`config.mk`:
```
export PLATFORM = sky130hd
export DESIGN_NAME = muldiv_unit
export DESIGN_NICKNAME = d
export VERILOG_FILES = /design/src/rtl/elc3_pkg.sv /design/src/rtl/muldiv_unit.sv
export SDC_FILE = /design/constraint.sdc
export NUM_CORES = 1
export LEC_CHECK = 0
export ABC_AREA = 1
export CAP_MARGIN = 15
export CORE_MARGIN = 2
export CORE_UTILIZATION = 50
export CTS_CLUSTER_DIAMETER = 100
export CTS_CLUSTER_SIZE = 24
export DETAILED_ROUTE_END_ITERATION = 12
export PLACE_DENSITY = 0.76
export REMOVE_ABC_BUFFERS = 1
export SYNTH_ARGS = -nofsm -noshare
export SYNTH_HDL_FRONTEND = slang
export SYNTH_SLANG_ARGS = --single-unit
```
`constraint.sdc`:
```
create_clock -name Clk -period 2.2 [get_ports Clk]
set_clock_uncertainty 0.15 [all_clocks]
set_input_delay 0.22 -clock Clk [delete_from_list [all_inputs] [get_ports Clk]]
set_output_delay 0.22 -clock Clk [all_outputs]
set_load 0.01 [all_outputs]
```
`src/rtl/elc3_pkg.sv`:
```
// Shared definitions for the iterative multiply/divide unit: operation and
// state encodings, latency helper and width-generic magnitude helpers.
// No ports; imported by muldiv_unit.
package elc3_pkg;

   typedef enum logic [1:0] {
      MULU = 2'd0,
      MULS = 2'd1,
      DIVU = 2'd2,
      DIVS = 2'd3
   } muldiv_op_e;

   typedef enum logic [1:0] {
      IDLE = 2'd0,
      CALC = 2'd1,
      FIX  = 2'd2,
      DONE = 2'd3
   } muldiv_state_e;

   // Start edge to Done cycle: WIDTH iterations, one fix-up cycle, one done cycle.
   function automatic int muldiv_lat(input int w);
      return w + 2;
   endfunction

   // Two's complement negate of the low w bits of v (w up to 64).
   // For w==64 the shift yields 0 and the mask wraps to all ones.
   function automatic logic [63:0] neg_w(input logic [63:0] v, input int w);
      logic [63:0] mask;
      mask = (64'd1 << w) - 64'd1;
      return (~v + 64'd1) & mask;
   endfunction

   // Magnitude of the w-bit signed value in the low bits of v.
   // The most negative value maps to itself, read as unsigned.
   function automatic logic [63:0] abs_w(input logic [63:0] v, input int w);
      return v[w-1] ? neg_w(v, w) : v;
   endfunction

endpackage

```
`src/rtl/muldiv_unit.sv`:
```
// Iterative signed/unsigned multiply/divide, one result bit per cycle.
// Ports: Clk/Reset; Start/Op/A/B request; Busy, one-cycle Done pulse,
// Result (MUL: product, DIV: {remainder, quotient}) and DivByZero held until the next op's fix-up.
module muldiv_unit
   import elc3_pkg::*;
#(
   parameter int WIDTH = 8
) (
   input  logic                 Clk,
   input  logic                 Reset,
   input  logic                 Start,
   input  logic [1:0]           Op,
   input  logic [WIDTH-1:0]     A,
   input  logic [WIDTH-1:0]     B,
   output logic                 Busy,
   output logic                 Done,
   output logic [2*WIDTH-1:0]   Result,
   output logic                 DivByZero
);

   localparam int CW         = $clog2(WIDTH + 1);
   localparam int MULDIV_LAT = muldiv_lat(WIDTH);

   muldiv_state_e       state, state_nxt;
   logic                accept;
   logic [CW-1:0]       cnt;
   logic [2*WIDTH-1:0]  acc;        // MUL: {partial product, multiplier}; DIV: {rem, quo}
   logic [WIDTH-1:0]    opb;        // MUL: multiplicand; DIV: divisor
   muldiv_op_e          op_q;
   logic                sign_a, sign_b;

   // ---------------- control FSM ----------------
   always_ff @(posedge Clk or posedge Reset) begin
      if (Reset) state <= IDLE;
      else       state <= state_nxt;
   end

   always_comb begin
      state_nxt = state;
      accept    = 1'b0;
      Busy      = 1'b0;
      Done      = 1'b0;
      case (state)
         IDLE: if (Start) begin
            accept    = 1'b1;
            state_nxt = CALC;
         end
         CALC: begin
            Busy = 1'b1;
            if (cnt == CW'(1)) state_nxt = FIX;
         end
         FIX: begin
            Busy      = 1'b1;
            state_nxt = DONE;
         end
         DONE: begin
            Done = 1'b1;
            if (Start) begin
               accept    = 1'b1;
               state_nxt = CALC;
            end else begin
               state_nxt = IDLE;
            end
         end
         default: state_nxt = IDLE;
      endcase
   end

   // ---------------- operand capture ----------------
   logic [WIDTH-1:0] a_in, b_in;
   always_comb begin
      a_in = A;
      b_in = B;
      if (Op[0]) begin
         a_in = WIDTH'(abs_w(64'(A), WIDTH));
         b_in = WIDTH'(abs_w(64'(B), WIDTH));
      end
   end

   // ---------------- one iteration ----------------
   // MUL: conditional add into the upper half, then shift the whole accumulator right.
   logic [WIDTH:0]      mul_add;
   logic [2*WIDTH-1:0]  mul_next;
   assign mul_add  = {1'b0, acc[2*WIDTH-1:WIDTH]} + (acc[0] ? {1'b0, opb} : '0);
   assign mul_next = {mul_add, acc[WIDTH-1:1]};

   // DIV: the shifted remainder needs WIDTH+1 bits because a divisor with its
   // MSB set allows a remainder with its MSB set before the shift.
   logic [WIDTH:0]      partial, sub;
   logic                borrow;
   logic [2*WIDTH-1:0]  div_next;
   assign partial         = acc[2*WIDTH-1:WIDTH-1];
   assign {borrow, sub}   = {1'b0, partial} - {2'b00, opb};
   assign div_next        = {borrow ? partial[WIDTH-1:0] : WIDTH'(sub), acc[WIDTH-2:0], ~borrow};

   // ---------------- sign fix-up ----------------
   logic [WIDTH-1:0]    rem, quo, rem_fix, quo_fix;
   logic [2*WIDTH-1:0]  fix_result;
   logic                b_zero;
   always_comb begin
      rem        = acc[2*WIDTH-1:WIDTH];
      quo        = acc[WIDTH-1:0];
      b_zero     = op_q[1] && (opb == '0);
      rem_fix    = rem;
      quo_fix    = quo;
      fix_result = acc;
      case (op_q)
         MULS: if (sign_a ^ sign_b)
                  fix_result = (2*WIDTH)'(neg_w(64'(acc), 2*WIDTH));
         DIVS: begin
            // A zero divisor leaves the all-ones quotient alone; the remainder
            // still gets the dividend's sign, which restores the raw A.
            if ((sign_a ^ sign_b) && !b_zero) quo_fix = WIDTH'(neg_w(64'(quo), WIDTH));
            if (sign_a)                       rem_fix = WIDTH'(neg_w(64'(rem), WIDTH));
            fix_result = {rem_fix, quo_fix};
         end
         default: fix_result = acc;
      endcase
   end

   // ---------------- datapath registers ----------------
   always_ff @(posedge Clk or posedge Reset) begin
      if (Reset) begin
         cnt       <= '0;
         acc       <= '0;
         opb       <= '0;
         op_q      <= MULU;
         sign_a    <= 1'b0;
         sign_b    <= 1'b0;
         Result    <= '0;
         DivByZero <= 1'b0;
      end else if (accept) begin
         op_q   <= muldiv_op_e'(Op);
         sign_a <= Op[0] & A[WIDTH-1];
         sign_b <= Op[0] & B[WIDTH-1];
         cnt    <= CW'(MULDIV_LAT - 2);
         if (Op[1]) begin
            acc <= {{WIDTH{1'b0}}, a_in};
            opb <= b_in;
         end else begin
            acc <= {{WIDTH{1'b0}}, b_in};
            opb <= a_in;
         end
      end else if (state == CALC) begin
         cnt <= cnt - CW'(1);
         acc <= op_q[1] ? div_next : mul_next;
      end else if (state == FIX) begin
         Result    <= fix_result;
         DivByZero <= b_zero;
      end
   end

endmodule

```
Yosys cells after proc, flatten, opt, wreduce, memory -nomap -nowiden
Index checks and enable logic that the tools add are counted.
- $add $sub $neg: 8
- equality and inequality tests: 8
- multiplexer cells: 25
- bitwise logic cells: 11
- reduce and logical (&&, ||, !) cells: 10
- operator list (cell ; number):
    2-to-1 mux 8 bit ; 10
    2-to-1 mux 16 bit ; 4
    adder 8 x 1 -> 8 bit (second input constant) ; 4
    NOT 8 bit ; 4
    one-hot mux 16 bit (2 select lines) ; 1
    adder 16 x 1 -> 16 bit (second input constant) ; 1
    NOT 16 bit ; 1
    subtractor 9 x 8 -> 10 bit ; 1
    adder 8 x 8 -> 9 bit ; 1
    logical NOT 8 bit ; 1
    2-to-1 mux 4 bit ; 2
    one-hot mux 2 bit (4 select lines) ; 1
    == test 2 bit (second input constant) ; 3
    2-to-1 mux 1 bit ; 5
    == test 2 x 1 -> 1 bit (second input constant) ; 2
    == test 4 x 1 -> 1 bit (second input constant) ; 1
    2-to-1 mux 2 bit ; 2
    != test 2 bit (second input constant) ; 2
    OR reduction 2 bit ; 2
    subtractor 4 x 1 -> 4 bit (second input constant) ; 1
    NOT 1 bit ; 3
    AND reduction 3 bit ; 1
    AND 1 bit ; 2
    logical AND 1 bit ; 2
    5 further kinds ; 5
- register bits after elaboration: 51
- bits of input ports: 21
- word-level logic and storage cells: 71

Depth between registers and ports, before layout
- word-level depth: 6
- depth in mapped cells: 14
- depth with buffers taken out: 13

Worst setup path before layout
No wires, ideal clock.
- path type: reg-to-reg
- from: register acc[0]
- to: register acc[15]
- library setup time: 116 ps
- arrival time: 1646 ps
- path slack: 288 ps
- stages on the path, launching flop included: 14
- clock period less this slack: 1912 ps
- cells stage by stage: dfrtp_1 > buf_6 > nand2_1 > inv_1 > ha_1 > fa_1 > nand2_1 > nand3_1 > nand4_1 > nand3_1 > nand2_1 > inv_1 > nand2_1 > nand2_1
- longest elaborated chain between the ends: 5
- RTL lines (element ; RTL line ; RTL):
    start, declared ; muldiv_unit.sv:27 ; logic [2*WIDTH-1:0] acc;
    start signal, assigned ; muldiv_unit.sv:138 ; acc <= {{WIDTH{1'b0}}, a_in};
    start signal, assigned ; muldiv_unit.sv:141 ; acc <= {{WIDTH{1'b0}}, b_in};
    start signal, assigned ; muldiv_unit.sv:146 ; acc <= op_q[1] ? div_next : mul_next;
    2-to-1 mux 8 bit ; muldiv_unit.sv:84 ; assign mul_add = {1'b0, acc[2*WIDTH-1:WIDTH]} + (acc[0] ? {1'b0, opb} : '0);
    adder 8 x 8 -> 9 bit ; muldiv_unit.sv:84 ;
    2-to-1 mux 16 bit ; muldiv_unit.sv:146 ;
    2-to-1 mux 16 bit ; muldiv_unit.sv:144 ; end else if (state == CALC) begin
    2-to-1 mux 16 bit ; muldiv_unit.sv:132 ; end else if (accept) begin
No other way between the ends. The select of a mux whose other input is x is not followed.
A chain may end at the register's enable or synchronous reset.

Final worst setup path
- from: register acc[0]
- to: register acc[14]
The elaborated chain is that of the path after synthesis.

==> results.py <==
metrics = {
    "cts": {
        "cts_tree": "yes",
        "holdBufCountCts": 0,
        "cts_made_buffers": 5,
        "h-tree-depth": 2,
        "cts.sinks": 51,
        "clockBufferDepth": 2,
        "clockRootBuffer": "clkbuf_8",
        "cts.clk_slew.worst_paths_ps": 100,
        "clock_latency_ps": 320,
    },
    "logic_synthesis": {
        "syn-cell-area_um2": 4260,
        "synthMuxAreaShare_pct": 0,
        "synth_xor_area_share_pct": 2.44,
        "postSynthAreaPerCell_um2": 6.80,
        "yosys_warnings": 0,
        "ys_ff_latch": 51,
        "synthDistinctLibCells": 44,
        "synthSimpleGateAreaFrac_pct": 36.2,
        "ys_top_cells_by_area": "dfrtp_1 30%, nand2_1 16%, nand3_1 9.2%",
        "synthCells": 626,
        "synth_fa_ha_area_share_pct": 8.87,
        "synth_compound_area_share_pct": 11.4,
        "synth_top_area_share_pct": 30.0,
        "synth_top_family_by_area": "simple AND/OR/NAND/NOR gates",
        "ys_seq_area_share_pct": 30.0,
        "synth.largest_area_cell": "dfrtp_1",
    },
    "timing": {
        "setup_slack_ps": 113,
        "rsz0062_at_grt": "yes",
        "max_slew_margin_pct": 67.4,
        "fin_tns_setup_ps": 0,
        "period_needed_ps": 2090,
        "final.period_utilization_pct": 94.9,
        "max_freq_ghz": 0.479,
        "final_hold_viol_count": 0,
        "whs_ps": 82.1,
        "slew_violations": 0,
        "setup_viol": 0,
        "tightest_slew_ps": 489,
    },
    "worst_setup_path": {
        "critical-path-max-stage-delay_ps": 500,
        "crit_chain": "nand2_1 -> inv_1 -> ha_1 -> a21oi_1 -> nand2_1 -> nand2_1 -> nand2_1 -> nand2_1 -> nand3_1 -> nand3_1 -> nand2_1",
        "r2r_end": "acc[14]$_DFFE_PP0P_",
        "cpMaxStageDelayCell": "dfrtp_2",
        "reg2reg_from": "acc[0]$_DFFE_PP0P_",
        "regToRegSetupSlack_ps": 110,
        "worstSetupEndpointType": "flip-flop",
        "worst-path-buf-inv": 1,
        "cp-startpoint": "acc[0]$_DFFE_PP0P_",
        "path_max_fanout": 10,
        "start_kind": "flip-flop",
        "cpMostUsedCell": "nand2_1",
        "path_depth": 11,
        "crit_end": "acc[14]$_DFFE_PP0P_",
        "r2r_cells": 11,
        "critPathRequiredTime_ps": 2260,
        "crit_family": "simple AND/OR/NAND/NOR gates",
        "crit_arrival_ps": 2150,
        "crit_type": "flip-flop to flip-flop",
    },
    "floorplan": {
        "die_w_um": 96.3,
        "ios": 40,
        "start_util_pct": 51.8,
        "rows": 33,
        "core-area_um2": 8220,
        "die_height_um": 96.3,
        "fp.dieArea_um2": 9270,
    },
    "routing": {
        "vias_per_cell": 5.43,
        "first_pass_iters": 5,
        "wire_per_inst_um": 14.3,
        "ant_nets": 0,
        "drc": 0,
        "drt_wl_total_mm": 11.3,
        "dr_total_vias": 4289,
        "drt_iter0_drc": 276,
    },
    "run_status": {
        "status": "completed",
    },
    "placed_design": {
        "dpl.hpwl_mm": 9.03,
        "place.gp.congestion": 0.934,
        "place_inst": 778,
        "io_buffers": 39,
        "dpl_cell_area_um2": 4880,
        "dp_slack_ps": -38.2,
    },
    "global_routing": {
        "grt_pass1_vias": 3899,
        "antenna_found_initial": 0,
        "grt_overflow": 0,
        "grt_usage_pct": 25.7,
        "grt_max_degree": 22,
        "grt_pass1_wl_mm": 18.5,
    },
    "power_and_ir_drop": {
        "internal_power_mw": 3.62,
        "power_density_nw_per_um2": 1460,
        "power.leakage_nw": 2.64,
        "power.switching_mw": 3.75,
        "comb_power_share_pct": 68.1,
        "peakVddDrop_v": 0.000441,
        "power_frac_clock_pct": 8.2,
        "p_sw_share_pct": 50.9,
        "seqPwrFrac_pct": 23.7,
        "power.total_mw": 7.37,
    },
    "cells_and_area": {
        "utilization_pct": 61.5,
        "final_nets": 734,
        "design_area_um2": 5050,
        "num_antenna_cells": 0,
        "drive_above_1_share_pct": 10.5,
        "syn_to_final_growth_pct": 18.6,
        "instances_no_fill": 790,
    },
    "run": {
        "max_cap_violations": 0,
    },
    "min_path": {
        "min_path_type": "primary input to asynchronous set/reset pin",
    },
}
-- kinds of logic after synthesis --
logic type | after synthesis
simple gates | 338
buf+inv | 116
compound gates | 81
flops | 51
fa+ha+maj | 29
xor+xnor | 11
-- final cells by class --
type	instances	area (um2)
fill	771	3170
multi-input combinational	460	2550
sequential	51	1280
timing repair buffer	64	603
inverter	102	385
tap	105	131
clock buffer	6	82.6
clock inverter	2	16.3
-- routing by layer --
layer,GRT usage (%),up-vias,wire length [um]
li1,-,2151,-
met1,35.7,1989,5300
met2,42.6,136,5270
met3,3.29,13,585
met4,5.75,0,121
met5,0,-,0
-- how the worst min path moves through the flow --
stage / from / to / slack [ps] / depth (start not counted)
floorplan: Op[0] / op_q[0]$_DFFE_PP0P_ / 190 / 2
global placement: Result[6]$_DFFE_PP0P_ / Result[6]$_DFFE_PP0P_ / 310 / 2
detailed placement: Result[7]$_DFFE_PP0P_ / Result[7]$_DFFE_PP0P_ / 320 / 2
CTS: Reset / Result[2]$_DFFE_PP0P_ / 100 / 2
global route: Reset / Result[2]$_DFFE_PP0P_ / 130 / 2
finish: Reset / Result[1]$_DFFE_PP0P_ / 80 / 2
-- Yosys cell counts, drive strengths merged --
cell	instances
a21boi	3
a21o	3
a21oi	24
a22o	1
a22oi	1
a2bb2oi	1
buf	10
clkbuf	4
clkinv	3
dfrtp	51
fa	2
ha	27
inv	99
nand2	192
nand3	83
nand3b	4
nand4	16
nor2	37
nor3	1
nor4	3
o211ai	5
o21a	1
o21ai	30
o21bai	2
o221ai	6
o22ai	4
or2	2
xnor2	1
xor2	10
-- sequential cells by signal, indices dropped and copies added, names as in the netlist --
signal and cells:
DivByZero 1, Result 16, acc 16, cnt 4, op_q 2, opb 8, sign_a 1, sign_b 1
state 2
-- power groups by stage --
stage          Combinational (mW)  Clock (mW)  Sequential [mW]
3_3_place_gp                 4.68           0             1.74
3_5_place_dp                 4.78           0             1.75
4_1_cts                      4.81       0.604             1.74
5_1_grt                      5.67       0.647             1.80
2_1_floorplan                3.21           0             1.76
6_report                     5.02       0.605             1.74
-- what timing repair did --
action                                  CTS  global route
resized for setup                         1             8
cloned                                    0             1
endpoints found under the setup margin    4            14
pin swaps                                 0             3
buffers inserted                          0             3
-- cells in the final DEF (no fill, tap or decap), types with 9 or more instances in the layout --
| cell | synthesis | routed |
|---|---|---|
| dfrtp_1 | 51 | 50 |
| nand3_1 | 78 | 78 |
| o21ai_0 | 26 | 26 |
| buf_4 | 4 | 23 |
| nor2_1 | 32 | 31 |
| nand4_1 | 16 | 16 |
| nand2_2 | 8 | 9 |
| clkdlybuf4s50_1 | 0 | 39 |
| inv_1 | 91 | 90 |
| a21oi_1 | 22 | 22 |
| xor2_1 | 9 | 9 |
| ha_1 | 27 | 26 |
| nand2_1 | 183 | 182 |
(Power assumes the default switching activity.)
